`config.mk`:
```
export PLATFORM = sky130hd
export DESIGN_NAME = ysyx_23060072_mem_arbiter
export DESIGN_NICKNAME = d
export VERILOG_FILES = /design/src/rtl/ysyx_23060072_mem_arbiter.sv
export SDC_FILE = /design/constraint.sdc
export NUM_CORES = 1
export LEC_CHECK = 0
export CAP_MARGIN = 15
export CELL_PAD_IN_SITES_DETAIL_PLACEMENT = 1
export CELL_PAD_IN_SITES_GLOBAL_PLACEMENT = 2
export CORE_AREA = 2 2 154 156
export CTS_CLUSTER_SIZE = 14
export DETAILED_ROUTE_END_ITERATION = 10
export DIE_AREA = 0 0 156 158
export PLACE_DENSITY_LB_ADDON = 0.1
export SLEW_MARGIN = 20
export SYNTH_ARGS = -nofsm -noshare
export SYNTH_HDL_FRONTEND = slang
export SYNTH_SLANG_ARGS = --single-unit
```
`constraint.sdc`:
```
create_clock -name clk -period 1.9 [get_ports clk]
set_clock_uncertainty 0.05 [all_clocks]
set_input_delay 0.57 -clock clk [delete_from_list [all_inputs] [get_ports clk]]
set_output_delay 0.57 -clock clk [all_outputs]
set_load 0.05 [all_outputs]
```
`src/rtl/ysyx_23060072_mem_arbiter.sv`:
```
// Two-requester (IF/LSU) memory port arbiter, one outstanding transaction.
// Ports: if_* fetch side, lsu_* load/store side, mem_* bus side, busy_o/err_o status.
// Optional: define MEM_ARB_TIMEOUT_EN to enable the response watchdog.
module ysyx_23060072_mem_arbiter #(
  parameter int ADDR_W        = 32,
  parameter int DATA_W        = 32,
  parameter int MAX_LSU_BURST = 4,
  parameter int TIMEOUT       = 255
) (
  input  logic                clk,
  input  logic                rst_n,
  input  logic                if_req_i,
  input  logic [ADDR_W-1:0]   if_addr_i,
  output logic                if_gnt_o,
  output logic                if_rvalid_o,
  output logic [DATA_W-1:0]   if_rdata_o,
  input  logic                lsu_req_i,
  input  logic                lsu_we_i,
  input  logic [ADDR_W-1:0]   lsu_addr_i,
  input  logic [DATA_W-1:0]   lsu_wdata_i,
  input  logic [DATA_W/8-1:0] lsu_wstrb_i,
  output logic                lsu_gnt_o,
  output logic                lsu_rvalid_o,
  output logic [DATA_W-1:0]   lsu_rdata_o,
  output logic                mem_req_o,
  output logic                mem_we_o,
  output logic [ADDR_W-1:0]   mem_addr_o,
  output logic [DATA_W-1:0]   mem_wdata_o,
  output logic [DATA_W/8-1:0] mem_wstrb_o,
  input  logic                mem_gnt_i,
  input  logic                mem_rvalid_i,
  input  logic [DATA_W-1:0]   mem_rdata_i,
  output logic                busy_o,
  output logic                err_o
);

  localparam int SW = $clog2(MAX_LSU_BURST + 1);
  localparam int BW = DATA_W / 8;

  typedef enum logic [1:0] {
    IDLE = 2'd0,
    REQ  = 2'd1,
    RESP = 2'd2
  } state_t;

  state_t            state_q;
  logic              owner_q;
  logic              we_q;
  logic [ADDR_W-1:0] addr_q;
  logic [DATA_W-1:0] wdata_q;
  logic [BW-1:0]     wstrb_q;
  logic [SW-1:0]     starve_q;

  logic              starved;
  logic              lsu_win;
  logic              to_hit;
  logic              gnt_ev;
  logic              rsp_ev;
  logic [DATA_W-1:0] rsp_data;

  // owner_q: 1 = LSU, 0 = IF
  assign starved = (starve_q == SW'(MAX_LSU_BURST));
  assign lsu_win = lsu_req_i && !(if_req_i && starved);

  assign gnt_ev = (state_q == REQ) && (mem_gnt_i || to_hit);
  assign rsp_ev = (state_q == RESP) && (mem_rvalid_i || to_hit);

`ifdef MEM_ARB_TIMEOUT_EN
  localparam int TW = $clog2(TIMEOUT + 1);
  logic [TW-1:0] tcnt_q;

  assign to_hit = (state_q != IDLE) && (tcnt_q == TW'(TIMEOUT));
  assign err_o  = (gnt_ev && !mem_gnt_i) || (rsp_ev && !mem_rvalid_i);
  assign rsp_data = mem_rvalid_i ? mem_rdata_i : DATA_W'(32'hDEADBEEF);

  // counts cycles spent in the current state
  always_ff @(posedge clk or negedge rst_n) begin
    if (!rst_n) begin
      tcnt_q <= '0;
    end else if (state_q == IDLE || gnt_ev || rsp_ev) begin
      tcnt_q <= '0;
    end else begin
      tcnt_q <= tcnt_q + 1'b1;
    end
  end
`else
  logic timeout_unused;
  assign timeout_unused = (TIMEOUT != 0);
  assign to_hit   = 1'b0;
  assign err_o    = 1'b0;
  assign rsp_data = mem_rdata_i;
`endif

  always_ff @(posedge clk or negedge rst_n) begin
    if (!rst_n) begin
      state_q  <= IDLE;
      owner_q  <= 1'b0;
      we_q     <= 1'b0;
      addr_q   <= '0;
      wdata_q  <= '0;
      wstrb_q  <= '0;
      starve_q <= '0;
    end else begin
      unique case (state_q)
        IDLE: begin
          if (lsu_win) begin
            state_q  <= REQ;
            owner_q  <= 1'b1;
            we_q     <= lsu_we_i;
            addr_q   <= lsu_addr_i;
            wdata_q  <= lsu_wdata_i;
            wstrb_q  <= lsu_wstrb_i;
            if (!if_req_i) begin
              starve_q <= '0;
            end else if (!starved) begin
              starve_q <= starve_q + 1'b1;
            end
          end else if (if_req_i) begin
            state_q  <= REQ;
            owner_q  <= 1'b0;
            we_q     <= 1'b0;
            addr_q   <= if_addr_i;
            wdata_q  <= '0;
            wstrb_q  <= '0;
            starve_q <= '0;
          end else begin
            starve_q <= '0;
          end
        end
        REQ: begin
          if (gnt_ev) state_q <= RESP;
        end
        RESP: begin
          if (rsp_ev) state_q <= IDLE;
        end
        default: state_q <= IDLE;
      endcase
    end
  end

  assign busy_o      = (state_q != IDLE);
  assign mem_req_o   = (state_q == REQ);
  assign mem_we_o    = mem_req_o & we_q;
  assign mem_addr_o  = mem_req_o ? addr_q : '0;
  assign mem_wdata_o = mem_req_o ? wdata_q : '0;
  assign mem_wstrb_o = mem_req_o ? wstrb_q : '0;

  assign if_gnt_o     = gnt_ev && !owner_q;
  assign lsu_gnt_o    = gnt_ev && owner_q;
  assign if_rvalid_o  = rsp_ev && !owner_q;
  assign lsu_rvalid_o = rsp_ev && owner_q;
  assign if_rdata_o   = if_rvalid_o ? rsp_data : '0;
  assign lsu_rdata_o  = lsu_rvalid_o ? rsp_data : '0;

endmodule

```
==> metrics.md <==
| Metric | Value |
|---|---|
| First-pass GRT wire length | `33.7 mm` |
| Reg area | `1880 um2` |
| CTS Sinks | `75` |
| Mapped Cells | `504` |
| Post-DP HPWL | `15.5 mm` |
| PortBufs | `277` |
| Largest net degree at the start of global routing | `46` |
| Final WS setup | `-0.439 ns` |
| CP max FO | `8` |
| Critical Setup Path Class | `flop to primary output` |
| Unique cell type count in the Yosys netlist | `32` |
| Synth Flop Type | `dfrtp_1` |
| Initial antenna violation count | `1` |
| Status | `finished with violations` |
| DR vias | `5029` |
| Power Density | `1420 nW/um2` |
| Clock root buffer | `clkbuf_16` |
| Crit path launch type | `flop` |
| Die Wd | `156 um` |
| Power Total | `14600 uW` |
| CP Capture Type | `primary output` |
| Final Hold Viols | `0` |
| Syn avg cell area | `9.03 um2` |
| Top-count cell post-synth | `and2_1` |
| Vias per cell | `4.61` |
| Die Y | `158 um` |
| Share of post-route cells with drive strength above 1 | `45.8%` |
| CP Cell Sequence | `nand2b_4, nor3b_4, buf_6, clkbuf_16, and2_4, buf_12` |
| Initial DRC count | `125` |
| Total of max-cap violations | `0` |
| Core ar. | `23100 um2` |
| Post-layout minimum cycle time | `2.34 ns` |
| Final period utilization | `123%` |
| Arrival time at the worst endpoint | `1.72 ns` |
| Post-Place Setup Slack | `-0.634 ns` |
| Final Cell Area | `10300 um2` |
| Synth-to-Final Area Change | `126%` |
| I/O pin cnt | `279` |
| Layout net count | `936` |
| Synth top cells by count | `134 x and2_1, 75 x dfrtp_1, 70 x nand3_1` |
| Num rows | `56` |
| LEAKAGE | `0.00417 uW` |
| #FFs+latches synth | `75` |
| CTS Buf Count | `9` |
| Share of the synthesized area in the top cell type | `41.2%` |
| Clock insertion delay at the later pin of the skew report | `0.34 ns` |
| Leading area contributor after synthesis | `dfrtp_1` |
| CTS clk-pin slew, worst paths | `0.07 ns` |
| Total gr overflow | `0` |
| CTS tree | `yes` |
| Crit path largest cell delay | `0.41 ns` |
| Max Buffers Root-to-Sink | `2` |
| Syn nets | `645` |
| Worst Path Required | `1.28 ns` |
| Number of antenna-violating nets in the routed design | `0` |
| Gp weighted congestion | `0.794` |
| Failing checks | `negative setup slack` |
| Max-slew violations | `0` |
| Vias in the first global route | `5683` |
| DP Area | `9370 um2` |
| EDFF count, synth | `0` |
| Final core utilization | `44.6%` |
| Final wirelength | `22.5 mm` |
| DRC violations left | `0` |
| Top cells by area in the synthesized netlist | `dfrtp_1 41%, and2_1 18%, nand3_1 7.7%` |
| Die area | `24600 um2` |
| Ys Warns | `0` |
| Starting Density | `19.8%` |
| Synthesized area | `4550 um2` |
| Routed len/inst | `20.6 um` |
| HP Class | `primary input to async pin` |
| # setup viols final | `139` |
| CTS H-tree depth | `3` |
| GRT Total Usage | `17.8%` |
| Filler Cells Inserted | `2441` |
| RSZ-0062 raised after global routing | `true` |
| Asr flop ratio synth | `100%` |
| DRT Pass-1 Iters | `4` |
| Fmax | `428 MHz` |
| Sequential area share after synthesis | `41.2%` |
| Slowest-stage cell, CP | `dfrtp_1` |
| Worst vdd ir | `614 uV` |
| Area of the multi-input gates | `2680 um2` |
-- layout by cell type (no fill, tap or decap), drive strengths merged --
cell and instances:
and2 134, and3 1, and4b 1, buf 197, clkbuf 14, clkdlybuf4s15 1
clkdlybuf4s50 136, clkinv 2, clkinvlp 1, conb 1, dfrtp 75, diode 1
ha 2, inv 7, mux2i 1, nand2 7, nand2b 2, nand3 71
nand4 33, nor2 3, nor2b 1, nor3 1, nor3b 1, o211ai 32
o21ai 37, o22ai 1, o2bb2ai 37, or2 1
-- worst paths after layout --
| check | startpoint | end | slack (ns) | depth (start not counted) |
|---|---|---|---|---|
| hold reg to reg | wdata_q[23]$_DFFE_PN0P_ | wdata_q[23]$_DFFE_PN0P_ | 0.44 | 1 |
| min in group clk | wdata_q[23]$_DFFE_PN0P_ | wdata_q[23]$_DFFE_PN0P_ | 0.44 | 1 |
| setup / recovery | state_q[0]$_DFFE_PN0P_ | if_rdata_o[14] | -0.44 | 6 |
| hold / removal | rst_n | wdata_q[12]$_DFFE_PN0P_ | 0.10 | 1 |
| max in group asynchronous | rst_n | wstrb_q[1]$_DFFE_PN0P_ | 1.17 | 2 |
| setup reg to reg | state_q[0]$_DFFE_PN0P_ | addr_q[12]$_DFFE_PN0P_ | 0.14 | 7 |
-- timing repair --
| action | in CTS | in global routing |
|---|---|---|
| hold buffers | 0 | 0 |
| setup buffers | 12 | 4 |
| endpoints found under the setup margin | 139 | 141 |
| pin swaps | 19 | 29 |
| gates cloned | 8 | 6 |
| resized for setup | 57 | 32 |
-- critical path: cells and delay by family (launching register included) --
| kind | cells | cell delay (ns) |
|---|---|---|
| AND/OR/NAND/NOR | 3 | 0.52 |
| buffers and inverters | 3 | 0.45 |
| flip-flops | 1 | 0.41 |
-- per-layer routing --
layer,track usage [%],wire length [um]
met1,21.3,9350
met5,0,0
met3,4.63,1280
met2,31.8,11500
met4,4.85,352
-- state kept, by name, summed over array words and instances (netlist names) --
name / flops
owner_q: 1
addr_q: 32
wstrb_q: 4
we_q: 1
starve_q: 3
wdata_q: 32
state_q: 2
-- through the flow --
step	hold slack, ns	cells	setup TNS [ns]
final	0.100	1091	-52.39
after global routing	0.114	1091	-61.82
after CTS	0.111	1082	-56.40
after detailed placement	0.416	1047	-49.99
after global placement	0.415	1047	-44.85
after floorplan	0.224	504	-0.887
-- cell families after synthesis --
| kind of cell | synth area share (%) |
|---|---|
| buffers and inverters | 7.72 |
| muxes | 0.220 |
| and+or+nand+nor | 33.5 |
| AOI/OAI and AO/OA | 16.7 |
| other | 0.0824 |
| adders and majority gates | 0.550 |
| DFF | 41.2 |
-- where the power goes --
| part | switching [uW] | total [uW] | internal [uW] |
|---|---|---|---|
| Clock | 798 | 1720 | 922 |
| Combinational | 5210 | 10200 | 5000 |
| Sequential | 351 | 2630 | 2270 |
| Total | 6360 | 14600 | 8200 |
-- area by class of cell --
type                       instances  area share, %
timing repair buffer             339           49.1
multi-input combinational        367           26.0
sequential                        75           18.3
tap                              290           3.53
clock buffer                       9           2.19
clock inverter                     7          0.682
inverter                           3          0.110
antenna                            1         0.0244
Note: power is estimated with default switching activity, not from simulation.
